**src/rtl/riscv_m_pkg.sv**
```systemverilog
// Shared definitions for the M-extension sequencer: funct3 codes, FSM states, and default widths.
// Also holds small helpers that say which operands a funct3 treats as signed.
package riscv_m_pkg;

    localparam int XLEN_DEFAULT       = 32;
    localparam int REG_ADDR_W_DEFAULT = 5;

    localparam logic [2:0] F3_MUL    = 3'd0;
    localparam logic [2:0] F3_MULH   = 3'd1;
    localparam logic [2:0] F3_MULHSU = 3'd2;
    localparam logic [2:0] F3_MULHU  = 3'd3;
    localparam logic [2:0] F3_DIV    = 3'd4;
    localparam logic [2:0] F3_DIVU   = 3'd5;
    localparam logic [2:0] F3_REM    = 3'd6;
    localparam logic [2:0] F3_REMU   = 3'd7;

    typedef enum logic [1:0] {
        ST_IDLE = 2'd0,
        ST_READ = 2'd1,
        ST_EXEC = 2'd2,
        ST_WB   = 2'd3
    } state_t;

    function automatic logic f3_rs1_signed(input logic [2:0] f3);
        return (f3 == F3_MULH) || (f3 == F3_MULHSU) || (f3 == F3_DIV) || (f3 == F3_REM);
    endfunction

    function automatic logic f3_rs2_signed(input logic [2:0] f3);
        return (f3 == F3_MULH) || (f3 == F3_DIV) || (f3 == F3_REM);
    endfunction

endpackage

```
**src/rtl/mdu_iter_core.sv**
```systemverilog
// Unsigned iterative datapath: one shift-add multiply step or one restoring divide step per cycle.
// Outputs are the post-step values, so the caller can register a result on the final step edge.
module mdu_iter_core #(
    parameter int XLEN = 32
) (
    input  logic                clk,
    input  logic                rst,
    input  logic                start,
    input  logic                step,
    input  logic                is_div,
    input  logic [XLEN-1:0]     op_a,
    input  logic [XLEN-1:0]     op_b,
    output logic [2*XLEN-1:0]   product,
    output logic [XLEN-1:0]     quotient,
    output logic [XLEN-1:0]     remainder
);

    logic                is_div_reg;
    logic [2*XLEN-1:0]   acc_reg;
    logic [2*XLEN-1:0]   acc_next;
    logic [2*XLEN-1:0]   mcand_reg;
    // Multiplier bits for MUL (shifted right each step), fixed divisor for DIV.
    logic [XLEN-1:0]     mplier_reg;
    logic [XLEN-1:0]     quo_reg;
    logic [XLEN-1:0]     quo_next;
    logic [XLEN-1:0]     rem_reg;
    logic [XLEN-1:0]     rem_next;
    logic [XLEN:0]       shifted;
    logic [XLEN:0]       trial;

    always_comb begin
        acc_next = acc_reg + (mplier_reg[0] ? mcand_reg : '0);
        shifted  = {rem_reg, quo_reg[XLEN-1]};
        trial    = shifted - {1'b0, mplier_reg};
        if (trial[XLEN]) begin
            rem_next = shifted[XLEN-1:0];
            quo_next = {quo_reg[XLEN-2:0], 1'b0};
        end else begin
            rem_next = trial[XLEN-1:0];
            quo_next = {quo_reg[XLEN-2:0], 1'b1};
        end
    end

    assign product   = acc_next;
    assign quotient  = quo_next;
    assign remainder = rem_next;

    always_ff @(posedge clk) begin
        if (rst) begin
            is_div_reg <= 1'b0;
            acc_reg    <= '0;
            mcand_reg  <= '0;
            mplier_reg <= '0;
            quo_reg    <= '0;
            rem_reg    <= '0;
        end else if (start) begin
            is_div_reg <= is_div;
            acc_reg    <= '0;
            mcand_reg  <= {{XLEN{1'b0}}, op_a};
            mplier_reg <= op_b;
            quo_reg    <= op_a;
            rem_reg    <= '0;
        end else if (step) begin
            if (is_div_reg) begin
                quo_reg <= quo_next;
                rem_reg <= rem_next;
            end else begin
                acc_reg    <= acc_next;
                mcand_reg  <= mcand_reg << 1;
                mplier_reg <= mplier_reg >> 1;
            end
        end
    end

endmodule

```
**src/rtl/mdu_rf_sequencer.sv**
```systemverilog
// M-extension op sequencer: accepts one op, reads operands, iterates, writes back rd.
// Signs are stripped before the unsigned core and reapplied on the way out.
module mdu_rf_sequencer
    import riscv_m_pkg::*;
#(
    parameter int XLEN       = XLEN_DEFAULT,
    parameter int REG_ADDR_W = REG_ADDR_W_DEFAULT
) (
    input  logic                  clk,
    input  logic                  rst,
    input  logic                  req_valid,
    output logic                  req_ready,
    input  logic [2:0]            req_funct3,
    input  logic [REG_ADDR_W-1:0] req_rs1,
    input  logic [REG_ADDR_W-1:0] req_rs2,
    input  logic [REG_ADDR_W-1:0] req_rd,
    output logic [REG_ADDR_W-1:0] rf_rs1,
    output logic [REG_ADDR_W-1:0] rf_rs2,
    output logic                  rf_rs1_rd_en,
    output logic                  rf_rs2_rd_en,
    input  logic [XLEN-1:0]       rf_rS1,
    input  logic [XLEN-1:0]       rf_rS2,
    output logic [REG_ADDR_W-1:0] rf_rd,
    output logic                  rf_rd_wd_en,
    output logic [XLEN-1:0]       rf_rD,
    output logic                  busy,
    output logic                  done
);

    localparam int CNT_W = $clog2(XLEN);

    state_t                  state_reg, state_next;
    logic [2:0]              funct3_reg;
    logic [REG_ADDR_W-1:0]   rd_reg;
    logic [CNT_W-1:0]        cnt_reg;
    logic                    neg_reg;

    logic                    req_ready_reg, req_ready_next;
    logic                    busy_reg, busy_next;
    logic                    done_reg, done_next;
    logic                    rd_en_reg, rd_en_next;
    logic [REG_ADDR_W-1:0]   rf_rs1_reg, rf_rs1_next;
    logic [REG_ADDR_W-1:0]   rf_rs2_reg, rf_rs2_next;
    logic [REG_ADDR_W-1:0]   rf_rd_reg, rf_rd_next;
    logic                    wd_en_reg, wd_en_next;
    logic [XLEN-1:0]         rf_wd_reg, rf_wd_next;

    logic                    is_div, is_rem, rs1_neg, rs2_neg;
    logic                    div_by_zero, div_overflow, special;
    logic [XLEN-1:0]         int_min, mag_a, mag_b, special_result;
    logic [2*XLEN-1:0]       product, prod_signed;
    logic [XLEN-1:0]         quotient, remainder, div_mag, div_result, mul_result, exec_result;

    // Operand conditioning; only meaningful while READ has the register file data on rf_rS1/rf_rS2.
    assign int_min      = {1'b1, {(XLEN-1){1'b0}}};
    assign is_div       = funct3_reg[2];
    assign is_rem       = funct3_reg[2] & funct3_reg[1];
    assign rs1_neg      = f3_rs1_signed(funct3_reg) & rf_rS1[XLEN-1];
    assign rs2_neg      = f3_rs2_signed(funct3_reg) & rf_rS2[XLEN-1];
    assign mag_a        = rs1_neg ? -rf_rS1 : rf_rS1;
    assign mag_b        = rs2_neg ? -rf_rS2 : rf_rS2;
    assign div_by_zero  = is_div && (rf_rS2 == '0);
    assign div_overflow = is_div && !funct3_reg[0] && (rf_rS1 == int_min) && (rf_rS2 == '1);
    assign special      = div_by_zero | div_overflow;

    always_comb begin
        if (div_by_zero) special_result = is_rem ? rf_rS1 : '1;
        else             special_result = is_rem ? '0 : int_min;
    end

    mdu_iter_core #(.XLEN(XLEN)) u_core (
        .clk       (clk),
        .rst       (rst),
        .start     (state_reg == ST_READ),
        .step      (state_reg == ST_EXEC),
        .is_div    (is_div),
        .op_a      (mag_a),
        .op_b      (mag_b),
        .product   (product),
        .quotient  (quotient),
        .remainder (remainder)
    );

    assign prod_signed = neg_reg ? -product : product;
    assign mul_result  = (funct3_reg == F3_MUL) ? prod_signed[XLEN-1:0] : prod_signed[2*XLEN-1:XLEN];
    assign div_mag     = funct3_reg[1] ? remainder : quotient;
    assign div_result  = neg_reg ? -div_mag : div_mag;
    assign exec_result = is_div ? div_result : mul_result;

    // State and registered outputs.
    always_ff @(posedge clk) begin
        if (rst) begin
            state_reg     <= ST_IDLE;
            req_ready_reg <= 1'b1;
            busy_reg      <= 1'b0;
            done_reg      <= 1'b0;
            rd_en_reg     <= 1'b0;
            rf_rs1_reg    <= '0;
            rf_rs2_reg    <= '0;
            rf_rd_reg     <= '0;
            wd_en_reg     <= 1'b0;
            rf_wd_reg     <= '0;
        end else begin
            state_reg     <= state_next;
            req_ready_reg <= req_ready_next;
            busy_reg      <= busy_next;
            done_reg      <= done_next;
            rd_en_reg     <= rd_en_next;
            rf_rs1_reg    <= rf_rs1_next;
            rf_rs2_reg    <= rf_rs2_next;
            rf_rd_reg     <= rf_rd_next;
            wd_en_reg     <= wd_en_next;
            rf_wd_reg     <= rf_wd_next;
        end
    end

    always_ff @(posedge clk) begin
        if (rst) begin
            funct3_reg <= '0;
            rd_reg     <= '0;
            cnt_reg    <= '0;
            neg_reg    <= 1'b0;
        end else begin
            if (state_reg == ST_IDLE && req_valid) begin
                funct3_reg <= req_funct3;
                rd_reg     <= req_rd;
            end
            if (state_reg == ST_READ) begin
                cnt_reg <= '0;
                neg_reg <= is_rem ? rs1_neg : (rs1_neg ^ rs2_neg);
            end else if (state_reg == ST_EXEC) begin
                cnt_reg <= cnt_reg + 1'b1;
            end
        end
    end

    always_comb begin
        state_next = state_reg;
        case (state_reg)
            ST_IDLE: if (req_valid) state_next = ST_READ;
            ST_READ: state_next = special ? ST_WB : ST_EXEC;
            ST_EXEC: if (cnt_reg == CNT_W'(XLEN-1)) state_next = ST_WB;
            ST_WB:   state_next = ST_IDLE;
            default: state_next = ST_IDLE;
        endcase
    end

    // Outputs are derived from the upcoming state so they line up with it after the edge.
    always_comb begin
        req_ready_next = (state_next == ST_IDLE);
        busy_next      = (state_next != ST_IDLE);
        done_next      = (state_next == ST_WB);
        rd_en_next     = (state_next == ST_READ);
        rf_rs1_next    = (state_next == ST_READ) ? req_rs1 : '0;
        rf_rs2_next    = (state_next == ST_READ) ? req_rs2 : '0;
        rf_rd_next     = (state_next == ST_WB) ? rd_reg : '0;
        wd_en_next     = (state_next == ST_WB) && (rd_reg != '0);
        rf_wd_next     = '0;
        if (state_next == ST_WB)
            rf_wd_next = (state_reg == ST_READ) ? special_result : exec_result;
    end

    assign req_ready    = req_ready_reg;
    assign busy         = busy_reg;
    assign done         = done_reg;
    assign rf_rs1_rd_en = rd_en_reg;
    assign rf_rs2_rd_en = rd_en_reg;
    assign rf_rs1       = rf_rs1_reg;
    assign rf_rs2       = rf_rs2_reg;
    assign rf_rd        = rf_rd_reg;
    assign rf_rD        = rf_wd_reg;
    // A reset arriving during WB must suppress that cycle's write, so the enable is masked by rst.
    assign rf_rd_wd_en  = wd_en_reg & ~rst;

endmodule

```
**config.mk**
```make
export PLATFORM = sky130hd
export DESIGN_NAME = mdu_rf_sequencer
export DESIGN_NICKNAME = d
export VERILOG_FILES = /design/src/rtl/riscv_m_pkg.sv /design/src/rtl/mdu_iter_core.sv /design/src/rtl/mdu_rf_sequencer.sv
export SDC_FILE = /design/constraint.sdc
export NUM_CORES = 1
export LEC_CHECK = 0
export ABC_AREA = 0
export CAP_MARGIN = 10
export CORE_MARGIN = 1.5
export CORE_UTILIZATION = 60
export CTS_CLUSTER_SIZE = 16
export DETAILED_ROUTE_END_ITERATION = 10
export PLACE_DENSITY = 0.8
export SYNTH_ARGS = -nofsm -noshare
export SYNTH_HDL_FRONTEND = slang
export SYNTH_HIERARCHICAL = 1
export SYNTH_SLANG_ARGS = --single-unit
```
**constraint.sdc**
```tcl
create_clock -name clk -period 13 [get_ports clk]
set_clock_uncertainty 0.1 [all_clocks]
set_input_delay 1.3 -clock clk [delete_from_list [all_inputs] [get_ports clk]]
set_output_delay 1.3 -clock clk [all_outputs]
set_load 0.01 [all_outputs]
```
==> results.txt, run 1 <==
----------------------------------------------------
[Global routing]
  Total routing resource utilization after global routing ... 41.8%
  Aggregate global routing overflow ... 0
  First-pass GRT wire length ... 128 mm
  Maximum number of pins on one net before global-route repair ... 96
  Antenna violations before repair ... 2
  Vias in the first global route ... 22,244

[Clocking]
  Maximum clock path buffer count ... 3
  Number of buffers inserted during clock tree synthesis ... 36
  Clock insertion delay at the later pin of the skew report ... 580 ps
  Number of sinks on the clock net ... 293
  Post-CTS sizing ... 0
  CTS HTree Levels ... 2
  Post-CTS setup buffer count ... 0
  Number of hold buffers added after cts ... 0
  Clock transition time at the flip-flop clock pins of the worst setup and hold paths ... 70 ps
  CTS tree ... yes
  Clock tree root buffer cell ... sky130_fd_sc_hd__clkbuf_16

[Die]
  Chip width ... 199 um
  I/O pin count ... 138
  Area of the die ... 0.0395 mm2
  Effective utilization at floorplan ... 61.1%
  Chip height ... 199 um
  Row count ... 71
  Area inside the core boundary ... 0.0377 mm2

[Route]
  First DRT Iteration DRCs ... 3,048
  Length of routed met2 wiring ... 36.6 mm
  Total wire length after detailed routing ... 84.4 mm
  Average via count per standard cell ... 6.63
  Number of remaining DRC errors ... 0
  Average routed wire per standard cell ... 23.1 um
  Antenna violation net count after detailed routing ... 0
  Vias ... 24,224
  Highest routing layer actually used ... met5
  Routed metal-1 wirelength ... 32.9 mm
  Met3 wire len ... 9.54 mm
  Iteration count of the initial detailed-routing pass ... 7

[Final layout]
  Share of final-layout standard cells stronger than drive strength 1 ... 6.36%
  P&R area growth vs syn ... 10.4%
  Post-Layout Cell Count ... 3,655
  Area taken by flip-flops and latches ... 0.00587 mm2
  Multi-input combinational cell area ... 0.0155 mm2
  Total of fill cells in the finished design ... 3,240
  Final net count ... 3,310

[Job]
  Max-capacitance violation count ... 0

[Setup path]
  Crit Path Class ... register to register
  Register-to-register path setup slack ... 6160 ps
  Worst setup EP type ... register
  Delay of the slowest cell on the worst path ... 620 ps
  Worst-case reg-to-reg path depth ... 21
  Beginning of the critical path ... u_core/quo_reg[31]
  Critical path endpoint ... rf_rD[22]
  Worst path buffer plus inverter count ... 3
  Slowest cell on the critical path ... sky130_fd_sc_hd__nor4b_1
  Series of cell instances along the critical path ... inv_1 -> ha_1 -> fa_1 -> and2b_1 -> o2111ai_1 -> a21o_1 -> a211o_1 -> a31oi_1 -> o21ai_1 -> o221ai_2 -> xnor2_4 -> buf_4 -> inv_2 -> a31o_2 -> nor4b_1 -> o211ai_1 -> or4b_1 -> o41ai_1 -> xor2_1 -> nand2_1 -> a31oi_1
  R2R Path Start ... u_core/quo_reg[31]
  Critical path's most frequent cell ... sky130_fd_sc_hd__a31oi_1
  Crit-path leading delay family ... compound AO/OA/AOI/OAI gates
  Levels on crit path ... 21
  Arrival time worst endpoint ... 7170 ps
  Required time at the worst-slack endpoint ... 13,330 ps
  Crit path max fanout ... 27
  Endpoint of the lowest-slack register-to-register path ... rf_rD[22]
  Launching element type of the critical path ... register

[Synth]
  Synthesized instance count ... 3,132
  Mapped Area ... 0.0230 mm2
  Ys flop type ... sky130_fd_sc_hd__dfxtp_1
  Ranking of synthesized cells by instance count ... sky130_fd_sc_hd__nand2_1, sky130_fd_sc_hd__a21oi_1, sky130_fd_sc_hd__dfxtp_1
  Adder-cell share of the synthesized area ... 5.94%
  Synth async-reset ratio ... 0%
  Sequential share of the synthesized area ... 25.5%
  Share of the synthesized netlist area taken by xor and xnor gates ... 7.45%
  Main combinational cell family by area after synthesis ... compound AO/OA/AOI/OAI gates
  Fraction of post-synthesis cell area in the top cell type by area ... 25.5%
  Post-synthesis sequential element count ... 293
  Largest cells by area after synthesis ... sky130_fd_sc_hd__dfxtp_1, sky130_fd_sc_hd__nand2_1, sky130_fd_sc_hd__a21oi_1
  Multiplexer area fraction after synthesis ... 4.35%
  Complex-gate fraction of the synthesized area ... 25.5%
  Share of synthesized cell area in and, or, nand and nor gates ... 24.1%
  Synth warnings ... 6
  Post-synthesis cell type count ... 114
  Largest area contributor in the synthesized netlist ... sky130_fd_sc_hd__dfxtp_1
  Most common cell in the netlist ... sky130_fd_sc_hd__nand2_1
  Syn avg cell area ... 7.35 um2
  Net count after synthesis ... 3,325
  Number of enable-type register cells in the synthesized netlist ... 0

[Timing]
  Shortest period the worst path allows ... 6840 ps
  Headroom to the max-slew limit ... 23.3%
  Highest attainable clock frequency ... 0.146 GHz
  Setup repair after global routing missed its margin ... no
  Post-Route Setup TNS ... 0 ps
  Actual slew at the worst max-slew pin ... 1150 ps
  Number of setup violations in the final report ... 0
  Ratio of final minimum period to clock period ... 52.6%
  Final hold violation count ... 0
  Number of pins exceeding their max-slew limit in the final report ... 0

[Placed design]
  Placed Cells ... 3,590
  Final weighted congestion in routability-driven placement ... 1.12
  Detailed placement HPWL ... 63.3 mm
  Number of buffers added on ports ... 137

[Power and ir drop]
  IR drop worst, VDD ... 0.000146 V
  Power per cell area ... 203 mW/mm2
  Seq pwr share ... 23.7%
  Cell-internal power ... 0.00268 W
  Logic pwr share ... 55.9%
  Leakage power figure ... 9.97 nW
  Share of total power consumed by net switching ... 47.9%
  Net switching power figure ... 0.00247 W
  Clk pwr share ... 20.4%

[Status]
  Run status ... completed

[Min path]
  Type of the worst min-delay path ... register to register

----------------------------------------------------
==> through the flow <==
stage / util, % / worst slack [ps] / instance area (um2) / hold slack (ps) / power (W)
after detailed placement: 64.2 / 6450 / 24200 / 354 / 0.00399
final: 67.5 / 6160 / 25400 / 359 / 0.00515
after global placement: 64.2 / 6480 / 24200 / 342 / 0.00395
after floorplan: - / 7740 / 23000 / 331 / 0.00324
after CTS: 67.5 / 6370 / 25400 / 361 / 0.00505
after global routing: 67.5 / 5980 / 25400 / 378 / 0.00538
==> layout make-up <==
cell class              instances  area share [%]
multi-input cells            2481            61.2
flip-flops and latches        293            23.1
repair buffers                174            6.47
clock buffers                  44            3.78
well taps                     511            2.52
inverters                     131            1.93
clock inverters                20            1.00
diodes                          1         0.00985
==> power groups by stage <==
| stage | Clock (W) | Combinational, W | Sequential (W) |
|---|---|---|---|
| final | 0.00105 | 0.00288 | 0.00122 |
| after global routing | 0.00109 | 0.00306 | 0.00123 |
| after CTS | 0.00106 | 0.00278 | 0.00122 |
| after detailed placement | 0 | 0.00276 | 0.00123 |
| after global placement | 0 | 0.00272 | 0.00123 |
| after floorplan | 0 | 0.00208 | 0.00116 |
==> worst min-delay path: stages (launching register included) <==
cell	delay, ps
sky130_fd_sc_hd__dfxtp_1	310
sky130_fd_sc_hd__nand2_1	50
sky130_fd_sc_hd__a21oi_1	50
==> routing by layer <==
metal / GRT usage (%) / vias to the layer above
met5: 0 / -
met4: 24.8 / 2
met3: 9.33 / 293
met2: 65.2 / 1504
met1: 52.9 / 11338
li1: - / 11087
==> worst min path at each step <==
stage / cells past startpoint / end / slack, ps / start
after floorplan: 2 / rf_rd[4] / 330 / rd_reg[4]
after global placement: 2 / u_core/acc_reg[61] / 340 / u_core/acc_reg[61]
after detailed placement: 2 / u_core/acc_reg[37] / 350 / u_core/acc_reg[37]
after CTS: 2 / u_core/acc_reg[27] / 360 / u_core/acc_reg[27]
after global routing: 2 / u_core/acc_reg[7] / 380 / u_core/acc_reg[7]
final: 2 / u_core/acc_reg[21] / 360 / u_core/acc_reg[21]
==> cells in the final DEF (no fill, tap or decap), types with 16 or more instances in the layout <==
| cell | instances |
|---|---|
| sky130_fd_sc_hd__clkdlybuf4s50_1 | 136 |
| sky130_fd_sc_hd__a21oi_1 | 313 |
| sky130_fd_sc_hd__or4_1 | 16 |
| sky130_fd_sc_hd__nor4_1 | 31 |
| sky130_fd_sc_hd__ha_1 | 105 |
| sky130_fd_sc_hd__dfxtp_1 | 290 |
| sky130_fd_sc_hd__mux2i_1 | 52 |
| sky130_fd_sc_hd__xnor2_1 | 117 |
| sky130_fd_sc_hd__nor3_1 | 81 |
| sky130_fd_sc_hd__a211oi_1 | 18 |
| sky130_fd_sc_hd__mux2_4 | 20 |
| sky130_fd_sc_hd__a31oi_1 | 96 |
| sky130_fd_sc_hd__inv_1 | 128 |
| sky130_fd_sc_hd__and2_1 | 88 |
| sky130_fd_sc_hd__a21o_1 | 53 |
| sky130_fd_sc_hd__o21bai_1 | 20 |
| sky130_fd_sc_hd__nand4_1 | 40 |
| sky130_fd_sc_hd__or3_1 | 24 |
| sky130_fd_sc_hd__mux2_2 | 16 |
| sky130_fd_sc_hd__xor2_1 | 77 |
| sky130_fd_sc_hd__o31ai_1 | 34 |
| sky130_fd_sc_hd__nand2_1 | 513 |
| sky130_fd_sc_hd__clkbuf_16 | 36 |
| sky130_fd_sc_hd__nand3_1 | 61 |
| sky130_fd_sc_hd__o21ai_0 | 200 |
| sky130_fd_sc_hd__o21a_1 | 22 |
| sky130_fd_sc_hd__nor2_1 | 193 |
| sky130_fd_sc_hd__buf_4 | 37 |
==> cells by family (layout without fill, tap and decap cells) <==
| kind of cell | count (synthesis) | in the layout |
|---|---|---|
| buf+inv | 358 | 369 |
| compound gates | 925 | 925 |
| flops | 293 | 293 |
| fa+ha+maj | 108 | 108 |
| simple gates | 1165 | 1165 |
| xor+xnor | 195 | 195 |
| other cells | 0 | 1 |
| mux | 88 | 88 |
Note: power is estimated with default switching activity, not from simulation.
==> run 2: changes to the inputs <==
Settings changed: CORE_UTILIZATION 60 to 56, PLACE_DENSITY 0.8 to 0.79.
Clock period 13 ns to 5.85 ns, I/O delays scaled along.
==> results.txt, run 2 (synthesized netlist as in run 1, its figures left out) <==
----------------------------------------------------
[Power and ir drop]
  Leakage power figure ... 10.5 nW (+5.7%)
  IR drop worst, VDD ... 0.000291 V (+100%)
  Total design power ... 0.0120 W (+130%)
  Power per cell area ... 456 mW/mm2 (+130%)

[Route]
  Antenna violation net count after detailed routing ... 0 (unchanged)
  First DRT Iteration DRCs ... 2,660 (-13%)
  Average routed wire per standard cell ... 22.8 um (-1.3%)
  Vias ... 24,360 (+0.56%)
  Total wire length after detailed routing ... 86.1 mm (+2.0%)
  Average via count per standard cell ... 6.45 (-2.7%)
  Iteration count of the initial detailed-routing pass ... 6 (-1)
  Number of remaining DRC errors ... 0 (unchanged)

[Die]
  Area of the die ... 0.0423 mm2 (+7.0%)
  Chip width ... 206 um (+3.5%)
  Area inside the core boundary ... 0.0406 mm2 (+7.9%)
  Chip height ... 206 um (+3.5%)
  Row count ... 74 (+4.2%)
  Effective utilization at floorplan ... 56.6% (-4.5 points)
  I/O pin count ... 138 (unchanged)

[Timing]
  Number of pins exceeding their max-slew limit in the final report ... 0 (unchanged)
  Shortest period the worst path allows ... 5730 ps (-1110 ps)
  Number of setup violations in the final report ... 0 (unchanged)
  Actual slew at the worst max-slew pin ... 1120 ps (-22.2 ps)
  Headroom to the max-slew limit ... 23.1% (-0.18 points)
  Final hold violation count ... 0 (unchanged)
  Highest attainable clock frequency ... 0.175 GHz (+19%)
  Ratio of final minimum period to clock period ... 97.9% (+45 points)

[Setup path]
  Critical path's most frequent cell ... sky130_fd_sc_hd__buf_4
  Worst-case reg-to-reg path depth ... 24 (+14%)
  Crit Path Class ... register to register
  Crit path max fanout ... 11 (-59%)
  R2R Path Start ... u_core/quo_reg[31]
  Endpoint of the lowest-slack register-to-register path ... rf_rD[17]
  Required time at the worst-slack endpoint ... 6240 ps (-7090 ps)
  Delay of the slowest cell on the worst path ... 530 ps (-90 ps)
  Series of cell instances along the critical path ... inv_1 -> ha_1 -> fa_1 -> and2b_1 -> o2111ai_1 -> a21o_1 -> a211o_1 -> a31oi_1 -> o21ai_1 -> o221ai_4 -> xnor2_4 -> buf_12 -> buf_4 -> buf_4 -> mux2_2 -> inv_1 -> mux2i_1 -> o211ai_1 -> nor4_1 -> buf_4 -> mux2i_1 -> a221o_1 -> a22o_1 -> nor2_1
  Register-to-register path setup slack ... 120 ps (-6040 ps)
  Arrival time worst endpoint ... 6120 ps (-1050 ps)
  Launching element type of the critical path ... register
  Worst setup EP type ... register
  Slowest cell on the critical path ... sky130_fd_sc_hd__nor4_1

[Final layout]
  Share of final-layout standard cells stronger than drive strength 1 ... 9.68% (+3.3 points)
  Final net count ... 3,410 (+3.0%)
  Leading cell type in the layout, fill and taps excluded ... sky130_fd_sc_hd__nand2_1
  Total of fill cells in the finished design ... 3,619 (+12%)
  Post-Layout Cell Count ... 3,776 (+3.3%)
  Antenna cells ... 0 (-1)
  P&R area growth vs syn ... 14.5%
  Most frequent cells in the layout ... sky130_fd_sc_hd__nand2_1, sky130_fd_sc_hd__a21oi_1, sky130_fd_sc_hd__dfxtp_1

[Global routing]
  Vias in the first global route ... 22,767 (+2.4%)
  Total routing resource utilization after global routing ... 39.6% (-2.3 points)
  First-pass GRT wire length ... 130 mm (+1.6%)
  Aggregate global routing overflow ... 0 (unchanged)
  Maximum number of pins on one net before global-route repair ... 145 (+51%)
  Antenna violations before repair ... 1 (-1)

[Clocking]
  Number of hold buffers added after cts ... 0 (unchanged)
  Number of buffers inserted during clock tree synthesis ... 36 (unchanged)
  Clock transition time at the flip-flop clock pins of the worst setup and hold paths ... 70 ps (about the same)
  Maximum clock path buffer count ... 3 (unchanged)
  CTS HTree Levels ... 2 (unchanged)
  Clock tree root buffer cell ... sky130_fd_sc_hd__clkbuf_16
  CTS tree ... yes
  Number of sinks on the clock net ... 293 (unchanged)
  Clock insertion delay at the later pin of the skew report ... 580 ps (about the same)

[Min path]
  Hold Path Cell Cnt ... 2 (unchanged)
  Worst Hold Path EP ... u_core/acc_reg[29]
  Min-delay src ... u_core/acc_reg[29]
  Type of the worst min-delay path ... register to register

[Job]
  Max-capacitance violation count ... 0 (unchanged)

[Placed design]
  Detailed placement HPWL ... 64.5 mm (+2.0%)
  Final weighted congestion in routability-driven placement ... 1.05 (-5.8%)
  Placed Cells ... 3,703 (+3.1%)
  Number of buffers added on ports ... 137 (unchanged)

[Status]
  Run status ... completed

----------------------------------------------------
## run 2: layout make-up
cell class / instances / area [um2] / area share (%)
clock buffer: 41 / 950 / 3.60
multi-input combinational: 2482 / 15600 / 59.3
clock inverter: 24 / 332 / 1.26
sequential: 293 / 5870 / 22.3
timing repair buffer: 273 / 2420 / 9.17
inverter: 131 / 492 / 1.87
tap: 532 / 666 / 2.53
## run 2: stage by stage
step	hold slack (ps)	utilization (%)	area, um2	setup TNS, ps	setup WS [ps]
final	362	64.8	26400	0	123
after global routing	380	64.8	26400	-4.34	-4.34
after detailed placement	352	61.3	24900	-253	-209
after CTS	363	64.5	26200	0	7.23
after floorplan	331	-	23000	0	592
after global placement	335	61.3	24900	-67.0	-67.0
## run 2: layer usage
layer	vias up	routed length, um	global-route usage, %
li1	11302	-	-
met1	11536	33100	47.4
met2	1211	39600	65.0
met3	309	7520	7.84
met4	2	5850	24.6
met5	-	11	0
## run 2: repair_timing
item / CTS / global route
gates resized for setup: 3 / 14
setup endpoints to repair: 3 / 26
gates cloned: 1 / 0
pin swaps: 1 / 5
setup buffers: 0 / 7
## run 2: worst max path at each step
stage	startpoint	end	cells after the start
final	u_core/quo_reg[31]	rf_rD[17]	24
after detailed placement	u_core/mplier_reg[0]	rf_rD[16]	20
after floorplan	u_core/mplier_reg[0]	rf_rD[29]	22
after CTS	u_core/mplier_reg[0]	rf_rD[15]	20
after global routing	u_core/mplier_reg[0]	rf_rD[22]	22
after global placement	u_core/mplier_reg[0]	rf_rD[16]	20
## run 2: power by group
group          internal (W)  switching, W  total (W)
Combinational       0.00260       0.00428    0.00688
Sequential          0.00234      0.000337    0.00268
Clock               0.00146       0.00101    0.00246
## run 2: worst max-delay path: cells and delay by family, from the launching register on
| kind | cells | cell delay (ps) |
|---|---|---|
| muxes | 3 | 570 |
| xor gates and xnor gates | 1 | 160 |
| DFF | 1 | 360 |
| and+or+nand+nor | 3 | 920 |
| buffers and inverters | 6 | 830 |
| AOI/OAI and AO/OA | 9 | 2080 |
| adders and majority gates | 2 | 630 |
